`src/rtl/mem_arbiter.sv`:
```
// mem_arbiter: shares one host memory port (req / wr / rd) between two
// memory clients. One whole transaction (request plus len+1 beats) is
// granted at a time, with round-robin choice when both clients ask at once.
`timescale 1ns/1ps
module mem_arbiter #(
  parameter int MEM_LEN_BITS  = 8,
  parameter int MEM_ADDR_BITS = 64,
  parameter int MEM_DATA_BITS = 64
) (
  input  logic                     clock,
  input  logic                     reset,
  // client 0
  input  logic                     c0_req_valid,
  output logic                     c0_req_ready,
  input  logic                     c0_req_opcode,
  input  logic [MEM_LEN_BITS-1:0]  c0_req_len,
  input  logic [MEM_ADDR_BITS-1:0] c0_req_addr,
  input  logic                     c0_wr_valid,
  input  logic [MEM_DATA_BITS-1:0] c0_wr_bits,
  output logic                     c0_rd_valid,
  output logic [MEM_DATA_BITS-1:0] c0_rd_bits,
  input  logic                     c0_rd_ready,
  // client 1
  input  logic                     c1_req_valid,
  output logic                     c1_req_ready,
  input  logic                     c1_req_opcode,
  input  logic [MEM_LEN_BITS-1:0]  c1_req_len,
  input  logic [MEM_ADDR_BITS-1:0] c1_req_addr,
  input  logic                     c1_wr_valid,
  input  logic [MEM_DATA_BITS-1:0] c1_wr_bits,
  output logic                     c1_rd_valid,
  output logic [MEM_DATA_BITS-1:0] c1_rd_bits,
  input  logic                     c1_rd_ready,
  // host memory port
  output logic                     mem_req_valid,
  output logic                     mem_req_opcode,
  output logic [MEM_LEN_BITS-1:0]  mem_req_len,
  output logic [MEM_ADDR_BITS-1:0] mem_req_addr,
  output logic                     mem_wr_valid,
  output logic [MEM_DATA_BITS-1:0] mem_wr_bits,
  input  logic                     mem_rd_valid,
  input  logic [MEM_DATA_BITS-1:0] mem_rd_bits,
  output logic                     mem_rd_ready,
  // status
  output logic                     busy,
  output logic                     grant
);

  typedef enum logic [1:0] {IDLE, REQ, RD_DATA, WR_DATA} state_t;

  localparam logic [MEM_LEN_BITS-1:0] LEN_ONE = 1;

  state_t                   state;
  logic                     last_grant;
  logic [MEM_LEN_BITS-1:0]  beat_cnt;
  logic                     opcode_q;
  logic [MEM_LEN_BITS-1:0]  len_q;
  logic [MEM_ADDR_BITS-1:0] addr_q;

  logic any_req;
  logic winner;
  logic take;
  logic in_rd;
  logic in_wr;
  logic rd_fire;
  logic last_beat;

  // Round-robin winner: a lone requester wins, a tie goes away from last_grant
  always_comb begin
    any_req = c0_req_valid | c1_req_valid;
    winner  = c1_req_valid;
    if (c0_req_valid && c1_req_valid) begin
      winner = ~last_grant;
    end
  end

  assign take         = (state == IDLE) & any_req;
  assign c0_req_ready = take & ~winner;
  assign c1_req_ready = take & winner;

  assign busy  = (state != IDLE);
  assign grant = last_grant;
  assign in_rd = (state == RD_DATA);
  assign in_wr = (state == WR_DATA);

  // Request fields only leave the arbiter during the single REQ cycle
  assign mem_req_valid  = (state == REQ);
  assign mem_req_opcode = mem_req_valid & opcode_q;
  assign mem_req_len    = mem_req_valid ? len_q  : '0;
  assign mem_req_addr   = mem_req_valid ? addr_q : '0;

  // Read beats are steered to the granted client only
  assign mem_rd_ready = in_rd & (last_grant ? c1_rd_ready : c0_rd_ready);
  assign c0_rd_valid  = in_rd & ~last_grant & mem_rd_valid;
  assign c1_rd_valid  = in_rd &  last_grant & mem_rd_valid;
  assign c0_rd_bits   = (in_rd & ~last_grant) ? mem_rd_bits : '0;
  assign c1_rd_bits   = (in_rd &  last_grant) ? mem_rd_bits : '0;
  assign rd_fire      = mem_rd_valid & mem_rd_ready;

  // Write beats come only from the granted client
  assign mem_wr_valid = in_wr & (last_grant ? c1_wr_valid : c0_wr_valid);
  assign mem_wr_bits  = mem_wr_valid ? (last_grant ? c1_wr_bits : c0_wr_bits) : '0;

  assign last_beat = (beat_cnt == len_q);

  // Transaction control: grant, one request cycle, then len+1 data beats
  always_ff @(posedge clock) begin
    if (reset) begin
      state      <= IDLE;
      last_grant <= 1'b1;
      beat_cnt   <= '0;
    end else begin
      case (state)
        IDLE: begin
          if (any_req) begin
            last_grant <= winner;
            beat_cnt   <= '0;
            state      <= REQ;
          end
        end
        REQ: begin
          state <= opcode_q ? WR_DATA : RD_DATA;
        end
        RD_DATA: begin
          if (rd_fire) begin
            if (last_beat) state <= IDLE;
            else           beat_cnt <= beat_cnt + LEN_ONE;
          end
        end
        WR_DATA: begin
          if (mem_wr_valid) begin
            if (last_beat) state <= IDLE;
            else           beat_cnt <= beat_cnt + LEN_ONE;
          end
        end
        default: state <= IDLE;
      endcase
    end
  end

  // Capture the winner's request fields at grant; later client changes are ignored
  always_ff @(posedge clock) begin
    if (take) begin
      opcode_q <= winner ? c1_req_opcode : c0_req_opcode;
      len_q    <= winner ? c1_req_len    : c0_req_len;
      addr_q   <= winner ? c1_req_addr   : c0_req_addr;
    end
  end

endmodule

```
`config.mk`:
```
export PLATFORM = sky130hd
export DESIGN_NAME = mem_arbiter
export DESIGN_NICKNAME = d
export VERILOG_FILES = /design/src/rtl/mem_arbiter.sv
export SDC_FILE = /design/constraint.sdc
export NUM_CORES = 1
export LEC_CHECK = 0
export CAP_MARGIN = 40
export CORE_AREA = 2 2 238 240
export CTS_CLUSTER_DIAMETER = 100
export DETAILED_ROUTE_END_ITERATION = 7
export DIE_AREA = 0 0 240 242
export GPL_TIMING_DRIVEN = 0
export SLEW_MARGIN = 10
export SYNTH_ARGS = -nofsm -noshare
export SYNTH_HDL_FRONTEND = slang
export SYNTH_SLANG_ARGS = --single-unit
```
`constraint.sdc`:
```
create_clock -name clock -period 7.1 [get_ports clock]
set_clock_uncertainty 0.2 [all_clocks]
set_input_delay 0.71 -clock clock [delete_from_list [all_inputs] [get_ports clock]]
set_output_delay 0.71 -clock clock [all_outputs]
set_load 0.1 [all_outputs]
```
Yosys cells after proc, flatten, opt, wreduce, memory -nomap -nowiden

Index checks and enable logic that the tools add are counted.

Memories kept: 0
Output and inout bits: 274
Bits in registers: 84
ROM bits: 0
Bits of input ports: 347
Bits in latches: 0
RAM bits: 0
Word-level logic and storage cells: 58

Order comparisons: 0
Bitwise logic cells: 14
Reductions and logical operators: 7
Muxes and demuxes: 23
Equality and inequality tests: 7
Shifts and indexed selects: 0
Multipliers: 0
Div/mod/pow operators: 0
Add/subtract/negate cells: 1

Operators by type and width:

| operator                                               | count |
|---|---|
| 2-to-1 mux 64 bit                                      | 6 |
| 2-to-1 mux 8 bit                                       | 6 |
| one-hot mux 8 bit (3 select lines)                     | 1 |
| bitwise AND 1 bit                                      | 11 |
| adder 8 x 1 -> 8 bit (second input constant)           | 1 |
| equality test 8 bit                                    | 1 |
| 2-to-1 mux 2 bit                                       | 4 |
| one-hot mux 2 bit (4 select lines)                     | 1 |
| 2-to-1 mux 1 bit                                       | 5 |
| equality test 2 bit (second input constant)            | 2 |
| inequality test 2 bit (second input constant)          | 2 |
| AND reduction 4 bit                                    | 1 |
| AND reduction 3 bit                                    | 1 |
| nonzero test 3 bit                                     | 1 |
| equality test 2 x 1 -> 1 bit (second input constant)   | 1 |
| zero test 2 bit                                        | 1 |
| inequality test 2 x 1 -> 1 bit (second input constant) | 1 |
| NOT 1 bit                                              | 2 |
| AND reduction 2 bit                                    | 1 |
| nonzero test 2 bit                                     | 1 |
| logical AND 1 bit                                      | 1 |
| bitwise OR 1 bit                                       | 1 |

Depth between registers and ports, before layout

Gate-level depths: netlist of the first run.

Word-level depth: 5
Mapped depth: 7
Gate-level depth less buffers: 5

Least setup slack after synthesis of the first run

OpenSTA, ideal clock, no wires.

Path kind: reg-to-output
Start point: register last_grant, in the netlist grant
End point: output port mem_wr_bits[24]
Path slack: 2879 ps
Path buffers: 3
Cell stages (with the launch flop): 6
Data required time: 6190 ps
Arrival: 3311 ps
Path through: dfxtp_1 > buf_4 > buf_2 > buf_1 > mux2i_1 > nor2_1

Word-level cells in the longest chain between the ends: 3
Elaborated cells between the ends (all ways): 4
Those cells by class: mux (3); bitwise (1)

RTL lines:

| item                   | line | source |
|---|---|---|
| start, declared        | 54   | `logic last_grant;` |
| start signal, assigned | 116  | `last_grant <= winner;` |
| 2-to-1 mux 1 bit       | 101  | `assign mem_wr_valid = in_wr & (last_grant ? c1_wr_valid : c0_wr_valid);` |
| bitwise AND 1 bit      | 101  |  |
| 2-to-1 mux 64 bit *    | 102  | `assign mem_wr_bits = mem_wr_valid ? (last_grant ? c1_wr_bits : c0_wr_bits) : '0;` |
| end, declared          | 40   | `output logic [MEM_DATA_BITS-1:0] mem_wr_bits,` |

Every way passes the cells marked *; elsewhere a longest branch is shown, timed or not.

Final worst setup path of the first run

Start point: input port c0_wr_valid
End point: output port mem_wr_valid

Word-level cells in the longest chain between the ends: 2

RTL lines:

| item              | line | source |
|---|---|---|
| start, declared   | 18   | `input logic c0_wr_valid,` |
| 2-to-1 mux 1 bit  | 101  |  |
| bitwise AND 1 bit | 101  |  |
| end, declared     | 39   | `output logic mem_wr_valid,` |

Every way passes these cells.

==> results, run 1 <==
- The post-synthesis to final-layout area growth is 221.0%.
- Along the worst path, the maximum fanout reaches 10.
- The boundary pin count is 621.
- The area of the placeable core is 55730 µm².
- The number of cells on the worst hold path is 2.
- Setup repair after global routing left no endpoint under its margin.
- The clock net sink count is 84.
- After synthesis the netlist holds a flip-flop and latch count of 84.
- Across all layers, the routed design uses 8181 vias.
- Prior to clock tree synthesis, the placed netlist has a worst setup slack of 2172 ps.
- Counting the buffers created by CTS gives 9.
- The maximum clock path buffer count is 2.
- The aggregate negative setup slack is 0 ps.
- The number of global-route vias before repair was 9030.
- The starting density of the core is 10.92%.
- Across all setup checks in the final design, the least slack found is 2220 ps.
- The average instance area after synthesis is 9.844 µm².
- Once the clock tree was built, the setup fixing pass inserted 0 buffers.
- Summed over all nets, the switching power comes to 1.225 mW.
- The remaining global-route overflow is 0.
- Headroom to the max-slew limit came out at 45.87%.
- At the end of routability-driven placement, the weighted congestion stood at 0.8852.
- The die boundary height is 242 µm.
- The detailed router finished its first iteration with 286 violations.
- The library cells used most frequently in the layout, excluding fill and tap cells, are 620 x clkdlybuf4s50_1, 204 x and2_1, 147 x buf_16, 128 x buf_8, 74 x mux2_2.
- Timing would allow up to 204.9 MHz.
- Entering global routing, the biggest net connects 46 pins.
- Across the VDD grid, the largest voltage drop is 0.1174 mV.
- The die covers 58080 µm².
- The total power density per cell area is 146.9 nW/µm².
- The kind of end point of the critical path is an output port.
- The fraction of power spent switching nets is 42.70%.
- The first global-routing pass estimated 59120 µm of wire.
- For the worst-skew pair, the clock arrives at the later sink with an insertion delay of 360 ps.
- The number of nets produced by synthesis is 966.
- The final layout contains routed wiring with a total length of 42030 µm.
- In this run the cell area of the synthesized design comes to 6083 µm².
- The register share of total power is 22.3%.
- After synthesis, flip-flops and latches occupy 39.65% of the total area.
- The count of antenna-violating nets left after detailed routing is 0.
- The number of standard-cell rows in the floorplan is 87.
- The internal portion of total power is 1.643 mW.
- The capturing instance or port of the critical path is mem_wr_valid.
- The most critical setup path has its startpoint at c0_wr_valid.
- The H-tree was split into 3 levels.
- The clock network is responsible for 16.6% of the overall power.
- At the pin with the least slew margin, the transition time is 811.9 ps.
- The width of the chip is 240 µm.
- The number of cells on the worst reg-to-reg path is 4.
- At the worst endpoint, the arrival time is 3970 ps.
- The worst setup path is launched from an input port.
- Combinational logic is responsible for 61.1% of the overall power.
- For this run, the total global-route usage over all layers was measured as 13.82%.
- The number of max-capacitance violations reported is 0.
- The setup slack on the worst flop-to-flop path is 4550 ps.
- The number of nets in the finished design is 1875.
- The unique cell type count in the Yosys netlist is 35.
- The average vias per placed instance is 3.571.
- The critical path in this run is classified as in -> out.
- The worst reg2reg path endpoint is len_q[2].
- Gates resized during post-CTS repair numbered 0.
- The count of endpoints failing hold in the final timing report was 0.
- The classification of the worst-slack hold path is reg -> reg.
- The count of unresolved DRC violations after routing is 0.
- Of the cells placed in the final design, the portion with a size suffix greater than 1 is 24.67%.
- In this run the critical register-to-register path is launched from state[1].
- The minimum period implied by the final worst setup slack is 4880 ps.
- Hold repair after CTS inserted 0 buffers.
- The worst path uses 68.74% of the clock period.
- The HPWL after detailed placement is 37060 µm.
- The static leakage is 7.652 nW.
- The detailed-route wire length per cell is 18.35 µm.
- Clock tree synthesis selected as its root buffer the cell clkbuf_16.
- After clock tree synthesis, the clock-pin slew on the worst setup and hold paths is 70 ps.
- The max-slew violation total from the final report is 0.
- Setup violations remaining at the end of the flow were counted as 0.
- The worst endpoint required time is 6190 ps.
- The run finished with clean final reports.
- The first-pass iteration count of the detailed router is 5.
- The number of synthesis warnings is 0.
- After technology mapping, the gate count stands at 618.
- In this run the tool buffered the top-level ports with 620 buffer cells.
- The leading cell type in the layout, fill and taps excluded is clkdlybuf4s50_1.
- The initial antenna violation count was 9.
- TritonCTS built the clock tree.
## layout make-up
cell class                      count  area [µm²]
Multi-Input combinational cell    480        3456
Sequential cell                    84        2412
Buffer                             47       188.9
Clock buffer                        9       225.2
Antenna cell                        3       7.507
Clock inverter                      7       56.30
Inverter                            7       28.78
Timing Repair Buffer              898       12200
Tap cell                          756       945.9
Fill cell                        5276       36210
## stage by stage
stage | hold WS, ps | util [%] | cell area (µm²) | power [mW] | cells
3_5_place_dp | 301.2 | 34.51 | 19240 | 2.414 | 2272
6_report | 308.1 | 35.03 | 19530 | 2.868 | 2291
5_1_grt | 338.6 | 35.02 | 19520 | 2.973 | 2288
3_3_place_gp | 288.0 | 23.75 | 13240 | 1.959 | 1994
2_1_floorplan | 272.7 | - | 6083 | 1.496 | 618
4_1_cts | 311.6 | 35.02 | 19520 | 2.908 | 2288
## synth_stat cells (all sizes together)
master  count  area (µm²)
and2      204        1276
mux2       74       833.3
edfxtp     73        2192
mux2i      71       710.7
nor2       71       266.5
clkbuf     34       128.9
buf        13       60.06
dfxtp      11       220.2
nand2      10       37.54
a21oi       8       40.04
xnor2       8       70.07
inv         7       26.28
o21ai       6       30.02
nand3       4       20.02
nand4       4       25.02
and3        2       12.51
nor2b       2       12.51
nor4        2       12.51
or2         2       12.51
a211oi      1       7.510
a21boi      1       7.510
a31o        1       8.760
a32o        1       10.01
ha          1       12.51
nand2b      1       6.260
nor3        1       5.000
o21bai      1       7.510
o221ai      1       8.760
or3         1       6.260
or3b        1       8.760
or4         1       7.510
## power groups by stage
| stage | sequential (mW) | clock [mW] | combinational (mW) |
|---|---|---|---|
| 4_1_cts | 0.642 | 0.499 | 1.77 |
| 3_5_place_dp | 0.653 | 0 | 1.76 |
| 6_report | 0.640 | 0.475 | 1.75 |
| 3_3_place_gp | 0.656 | 0 | 1.30 |
| 2_1_floorplan | 0.650 | 0 | 0.846 |
| 5_1_grt | 0.649 | 0.513 | 1.81 |
## routing by layer
layer	global-route usage [%]	vias to the layer above	routed length, µm
li1	-	3912	-
met1	15.76	3798	16020
met2	25.20	408	21530
met3	3.555	55	3446
met4	3.782	8	988
met5	0	-	47
## how the worst min path moves through the flow
stage / from / to / slack, ps
after floorplan: beat_cnt[0] / beat_cnt[0] / 270
after global placement: beat_cnt[0] / beat_cnt[0] / 290
after detailed placement: beat_cnt[7] / beat_cnt[7] / 300
after CTS: beat_cnt[7] / beat_cnt[7] / 310
after global routing: beat_cnt[7] / beat_cnt[7] / 340
final: beat_cnt[7] / beat_cnt[7] / 310
## state kept, by name, summed over array words and instances, names as in the netlist
signal	flops
len_q	8
addr_q	64
grant	1
beat_cnt	8
state	2
opcode_q	1
## logic make-up after synthesis
family / Yosys count / share of synthesized area (%)
buffers and inverters: 54 / 3.538
AND/OR/NAND/NOR: 306 / 28.10
multiplexers: 145 / 25.38
AO/OA/AOI/OAI: 20 / 1.975
flip-flops: 84 / 39.65
adder cells (fa/ha/maj): 1 / 0.2056
XOR/XNOR: 8 / 1.152
## worst max-delay path, cell delays in order
cell,delay [ps]
clkdlybuf4s50_1,490
mux2_2,360
nand3_1,280
clkbuf_1,650
clkbuf_1,420
inv_1,80
clkdlybuf4s50_1,670
buf_16,290
Power figures use the tool's default switching activity.
==> run 2: changes to the inputs <==
CORE_AREA = 2 2 244 246   (was 2 2 238 240)
DIE_AREA = 0 0 246 248   (was 0 0 240 242)
clock period = 4.3 ns   (was 7.1 ns; I/O delays follow)
==> results, run 2 (same netlist as run 1, synthesis figures left out) <==
- The clock net sink count is 84.
- In this run the remaining antenna-violating nets after routing total 0.
- The static leakage is 7.556 nW.
- The worst hold path terminates at beat_cnt[7].
- The worst-case IR drop observed on VDD is 0.1701 mV.
- The critical path in this run is classified as reg -> out.
- The number of vias after detailed routing is 8146.
- Summed over all nets, the switching power comes to 2.022 mW.
- The aggregate negative setup slack is 0 ps.
- The initial antenna violation count is 6.
- The die is 246 µm wide.
- The worst hold path passes through 2 cells.
- The slew of the pin with the lowest slew margin is 828.4 ps.
- The internal portion of total power is 2.685 mW.
- The starting density of the core is 10.41%.
- After layout, the worst path uses 92.94% of the clock period.
- The detailed-route wire length per cell is 18.12 µm.
- The minimum period implied by the final worst setup slack is 3996 ps.
- At the later pin of the worst-skew pair, clock insertion delay measures 360 ps.
- The register with the most flip-flops in the layout has 64 of them.
- Compared with the post-synthesis result, the final layout area differs by 217.3%.
- The total wirelength of the detailed-routed design is 41850 µm.
- Global routing consumed, over all layers together, 12.98% of the routing resources.
- The clock transition at the registers of the reported paths is 70 ps.
- The classification of the worst-slack hold path is reg -> reg.
- After clock tree synthesis, the repair step resized 0 gates.
- The setup slack on the worst flop-to-flop path is 1420 ps.
- The cell sitting at the root of the clock tree is a clkbuf_16.
- In the final design database the tool counted 1874 nets.
- The total power density per cell area is 243.9 nW/µm².
- The TritonCTS clock tree is built.
- Total power for the finished layout comes to 4.707 mW.
- The number of buffers inserted for hold repair after clock tree synthesis is 0.
- The leading cell type in the layout, fill and taps excluded is clkdlybuf4s50_1.
- The highest fanout seen on the critical path is 10.
- The library cells used most frequently in the layout, excluding fill and tap cells, are 620 x clkdlybuf4s50_1, 204 x and2_1, 148 x buf_8, 128 x buf_16, 74 x mux2_2.
- In this run the tool buffered the top-level ports with 620 buffer cells.
- The maximum clock path buffer count is 2.
- The post-route netlist has 24.62% of its cells at a drive strength greater than 1.
- The startpoint identified for the worst hold timing path is beat_cnt[7].
- In this run, flip-flops and latches consume 22.5% of the power.
- The count of endpoints failing hold in the final timing report is 0.
- The number of setup buffers added after CTS is 0.
- Entering global routing, the biggest net connects 50 pins.
- The count of H-tree levels built during CTS is 3.
- In the final layout, the registers with the most flip-flops are addr_q: 64 flops, beat_cnt: 8 flops, len_q: 8 flops.
- Of the total power, combinational logic draws 61.2%.
- The endpoint identified for the worst register-to-register timing path is addr_q[45].
- The worst reg2reg path startpoint is grant.
- For this run the aggregate overflow at the end of global routing stands at 0.
- The number of global-route vias before repair was 8781.
- The die covers 61010 µm².
- The max-slew violation total from the final report is 0.
- The number of max-capacitance violations reported is 0.
- More flip-flops sit in one register than any other, and that register is addr_q.
- In the routed layout, each cell is associated on average with a via count of 3.528.
- The number of violations reported at the end of detailed-routing iteration 0 is 262.
- The maximum frequency from static timing analysis is 250.2 MHz.
- The first detailed-routing pass ran for 4 iterations.
- STA classifies the critical path startpoint as a flip-flop.
- The signal arrival time at the worst endpoint is 3370 ps.
- The final setup violation count is 0.
- The core utilization of the finished layout is 33.02%.
- After detailed routing, the number of remaining DRC violations is 0.
- The initialized floorplan defines 89 standard-cell rows.
- Setup repair after global routing left no endpoint under its margin.
- Per report_power, the clock group accounts for 16.3% of the total.
- The worst pin sits at a relative slew slack of 44.77%.
- The worst setup path is captured at an output port.
- After legalization and detailed placement, the total HPWL measured 36910 µm.
- The worst endpoint required time is 3670 ps.
- The wire length of the first global-routing pass is 57650 µm.
- In this run switching power makes up 42.95% of total power.
- The number of clock buffers inserted by TritonCTS is 9.
- At the end of routability-driven placement, the weighted congestion stood at 0.8760.
- The run finished with clean final reports.
- In this run the count of I/O pins placed on the die edge is 621.
- For the worst flop-to-flop path, the logic depth is 6.
- The count of fill cells added during filler insertion is 5613.
- The die is 248 µm tall.
- The area of the placeable core is 58460 µm².
run 2: cell types whose count changed in the layout (fill, tap and decap cells not counted):
cell	delta
buf_16	-19
buf_4	-1
buf_6	-1
buf_8	+20
clkinv_2	+1
clkinvlp_4	+2
diode_2	+2
inv_6	-3
run 2: stage by stage:
| step | hold slack, ps | setup WS [ps] | area, µm² | std cells |
|---|---|---|---|---|
| 2_1_floorplan | 272.7 | 359.3 | 6083 | 618 |
| 3_3_place_gp | 290.0 | -1034 | 13260 | 2011 |
| 3_5_place_dp | 310.2 | 301.3 | 19020 | 2288 |
| 4_1_cts | 322.5 | 206.0 | 19290 | 2304 |
| 5_1_grt | 357.0 | 55.76 | 19290 | 2304 |
| 6_report | 316.6 | 303.6 | 19300 | 2309 |
run 2: power by group through the flow:
stage	Clock, mW	Combinational [mW]	Sequential (mW)
2_1_floorplan	0	1.40	1.07
3_3_place_gp	0	2.16	1.09
3_5_place_dp	0	2.90	1.08
4_1_cts	0.810	2.91	1.06
5_1_grt	0.830	2.98	1.07
6_report	0.767	2.88	1.06
run 2: worst max path at each step:
| stage | cells after the start | start | end |
|---|---|---|---|
| 6_report | 7 | state[1] | c1_rd_bits[40] |
| 5_1_grt | 8 | grant | mem_wr_bits[55] |
| 4_1_cts | 8 | grant | mem_wr_bits[55] |
| 3_5_place_dp | 7 | c1_req_valid | c1_req_ready |
| 3_3_place_gp | 6 | c1_req_valid | c1_req_ready |
| 2_1_floorplan | 5 | grant | mem_wr_bits[24] |
run 2: worst max-delay path: stages, from the launching register on:
cell and delay, ps:
dfxtp_1 430, nand2b_1 210, nor2_1 180, clkbuf_1 520
clkbuf_1 540, and2_1 330, clkdlybuf4s50_1 580, buf_8 210
run 2: layout make-up:
class	count	area, µm²	area share, %
Antenna cell	5	12.51	0.06482
Tap cell	773	967.2	5.010
Buffer	47	188.9	0.9787
Clock buffer	9	225.2	1.167
Multi-Input combinational cell	480	3456	17.90
Sequential cell	84	2412	12.50
Clock inverter	7	50.05	0.2593
Timing Repair Buffer	897	11960	61.97
Inverter	7	28.78	0.1491
run 2: routing by layer:
metal | track usage (%) | part of all wire (%)
met1 | 15.29 | 40
met2 | 23.73 | 51
met3 | 3.190 | 7.2
met4 | 2.567 | 1.7
met5 | 0 | 0.065
==> run 3: changes to the inputs <==
CAP_MARGIN = 20   (was 40)
CORE_AREA = 2 2 239 241   (was 2 2 244 246)
DIE_AREA = 0 0 241 243   (was 0 0 246 248)
SLEW_MARGIN = default   (was 10)
clock period = 4.4 ns   (was 4.3 ns; I/O delays follow)
==> results, run 3 (same netlist as run 1, synthesis figures left out) <==
- The run finished with clean final reports.
- Once the floorplan was initialized, standard cells occupied 10.87% of the core.
- The routed layout has 6958 vias.
- The worst setup path startpoint is state[1].
- The final setup violation count is 0.
- STA puts the critical path data required time at 3760 ps.
- The maximum number of pins on one net before global-route repair is 72.
- The number of placed instances, taps included is 1996.
- The number of global-route vias before repair is 7021.
- The die outline area is 58560 µm².
- The total overflow left after global routing is 0.
- For this run, the slowest stage of the critical path takes 1140 ps.
- The quantity of I/O buffers inserted on ports is 620.
- In the final layout, the registers with the most flip-flops are addr_q: 64 flops, beat_cnt: 8 flops, len_q: 8 flops.
- CTS built an H-tree with a depth of 3.
- The type of element launching the critical path is a flip-flop.
- Subtracting the final worst setup slack from the clock period gives 4212 ps.
- The post-synthesis to final-layout area growth is 124.2%.
- After clock tree synthesis, the clock-pin slew on the worst setup and hold paths is 80 ps.
- The latest clock arrival within the worst-skew pair is 370 ps.
- STA classifies the critical path endpoint as an output port.
- The final layout contains routed wiring with a total length of 35970 µm.
- The number of nets in the finished design is 1598.
- The top cell types in the final layout, fill and taps aside, are 563 x clkdlybuf4s50_1, 204 x and2_1, 74 x mux2_2, 73 x edfxtp_1.
- The worst ir drop on vdd is 0.1566 mV.
- addr_q holds more flip-flops than any other register.
- At the end of the flow the core is filled with cells to 24.38%.
- The fraction of layout instances using a drive strength above 1 is 8.207%.
- Data on the critical path arrives at its endpoint at 3570 ps.
- The die is 241 µm wide.
- The max-slew violation total from the final report came to 0.
- The boundary pin count is 621.
- The total power density per cell area is 288.1 nW/µm².
- The number of cells on the worst hold path is 2.
- The TritonCTS clock tree is built.
- The highest-delay cell along the critical path is clkdlybuf4s50_1.
- The setup slack on the worst flop-to-flop path is 1790 ps.
- The tool flagged a number of max-cap violations equal to 0.
- The clock net sink count is 84.
- The path with the worst hold slack has its endpoint at beat_cnt[7].
- The cell family contributing the most delay on the critical path is buffers and inverters.
- The count of non-filler cells in the finished layout is 2018.
- The register with the most flip-flops in the layout has 64 of them.
- The number of standard-cell rows in the floorplan is 87.
- The leading cell type in the layout, fill and taps excluded is clkdlybuf4s50_1.
- The maximum clock path buffer count is 2.
- The count of endpoints failing hold in the final timing report is 0.
- For the pin with the worst max-slew slack, the measured transition is 1136 ps.
- The final worst-path cycle share is 95.73%.
- Hold repair after CTS inserted 0 buffers.
- Based on the critical path, the design can be clocked at up to 237.4 MHz.
- The worst reg2reg path endpoint is beat_cnt[4].
- For the worst flop-to-flop path, the logic depth is 6.
- The launch point of the worst hold path is beat_cnt[7].
- The area of the placeable core is 55950 µm².
- The worst reg2reg path startpoint is grant.
- The analysis attributes to cell leakage a power of 5.756 nW.
- Along the worst path, the maximum fanout reaches 10.
- The HPWL after detailed placement is 31350 µm.
- The first-pass iteration count of the detailed router is 4.
- The number of clock buffers inserted by TritonCTS is 9.
- Global routing used 11.32% of the available tracks across all layers.
- The worst setup path is of the reg -> out kind.
- The count of antenna-violating nets left after detailed routing is 0.
- Measured against its own limit, the worst slew margin works out to 24.05%.
- The number of buffers and inverters on the critical path is 3.
- The initial antenna violation count is 7.
- The count of fill cells added during filler insertion is 6124.
- The average vias per placed instance is 3.448.
- The root buffer cell is clkbuf_16.
- The detailed-route wire length per cell is 17.83 µm.
- The first routing iteration left 233 violations.
- The count of unresolved DRC violations after routing is 0.
- Setup repair after global routing left no endpoint under its margin.
- Traced cell by cell, the critical path runs through nand2b_1 -> nor2_1 -> clkbuf_1 -> clkbuf_1 -> and2_1 -> clkdlybuf4s50_1.
- The aggregate negative setup slack is 0 ps.
- The die is 243 µm tall.
- The classification of the worst-slack hold path is reg -> reg.
- The first global-routing pass estimated 47530 µm of wire.
- The final weighted congestion in routability-driven placement is 0.8864.
- The most numerous cell type found on the critical path is clkbuf_1.
==> run 3: cell count changes in the layout (fill, tap and decap cells not counted), sizes merged <==
cell / before / now
dlymetal6s2s: 0 / 33
clkbuf: 43 / 42
dlygate4sd2: 0 / 24
inv: 9 / 12
clkinv: 3 / 2
diode: 5 / 7
buf: 290 / 15
clkinvlp: 2 / 0
clkdlybuf4s50: 620 / 563
==> run 3: timing repair <==
| item | in CTS | in global routing |
|---|---|---|
| buffers inserted | 0 | 0 |
| resized for setup | 24 | 33 |
| setup endpoints to repair | 26 | 33 |
| hold endpoints to repair | 0 | 0 |
==> run 3: tightest hold or removal path, stage by stage (launching register included) <==
cell	delay (ps)
dfxtp_1	340
nand2_1	70
mux2i_1	60
==> run 3: how the worst max path moves through the flow <==
stage | to | slack, ps | cells past startpoint
global route | c0_rd_bits[59] | 0.8 | 6
global placement | c1_req_ready | -880 | 6
CTS | mem_wr_bits[37] | 0.2 | 7
finish | c0_rd_bits[58] | 190 | 6
detailed placement | c1_req_ready | -410 | 7
floorplan | mem_wr_bits[24] | 450 | 5
==> run 3: area by class of cell <==
| cell class | count | area (µm²) | share of cell area [%] |
|---|---|---|---|
| Tap cell | 756 | 945.9 | 6.934 |
| Antenna cell | 7 | 17.52 | 0.1284 |
| Timing Repair Buffer | 622 | 6294 | 46.14 |
| Buffer | 46 | 185.2 | 1.358 |
| Clock buffer | 9 | 225.2 | 1.651 |
| Inverter | 7 | 28.78 | 0.2110 |
| Sequential cell | 84 | 2412 | 17.68 |
| Multi-Input combinational cell | 480 | 3456 | 25.33 |
| Clock inverter | 7 | 76.32 | 0.5595 |
==> run 3: routing by layer <==
layer	part of all wire (%)	GRT usage [%]
met1	41	13.32
met2	50	20.14
met3	7.4	2.866
met4	1.7	3.086
met5	0.13	0
==> run 3: stage by stage <==
step / total power, mW / worst slack (ps) / hold WS [ps] / cell area [µm²]
detailed placement: 3.187 / -415.0 / 304.9 / 13270
global route: 4.087 / 0.7927 / 356.0 / 13630
CTS: 3.991 / 0.2474 / 319.6 / 13540
floorplan: 2.414 / 449.3 / 272.7 / 6083
global placement: 3.173 / -883.9 / 291.4 / 13240
finish: 3.930 / 188.0 / 313.5 / 13640
==> run 3: power breakdown <==
group | switching [mW] | total (mW) | internal, mW
logic | 1.42 | 2.11 | 0.692
registers | 0.0388 | 1.03 | 0.996
clock network | 0.380 | 0.785 | 0.405
total | 1.84 | 3.93 | 2.09
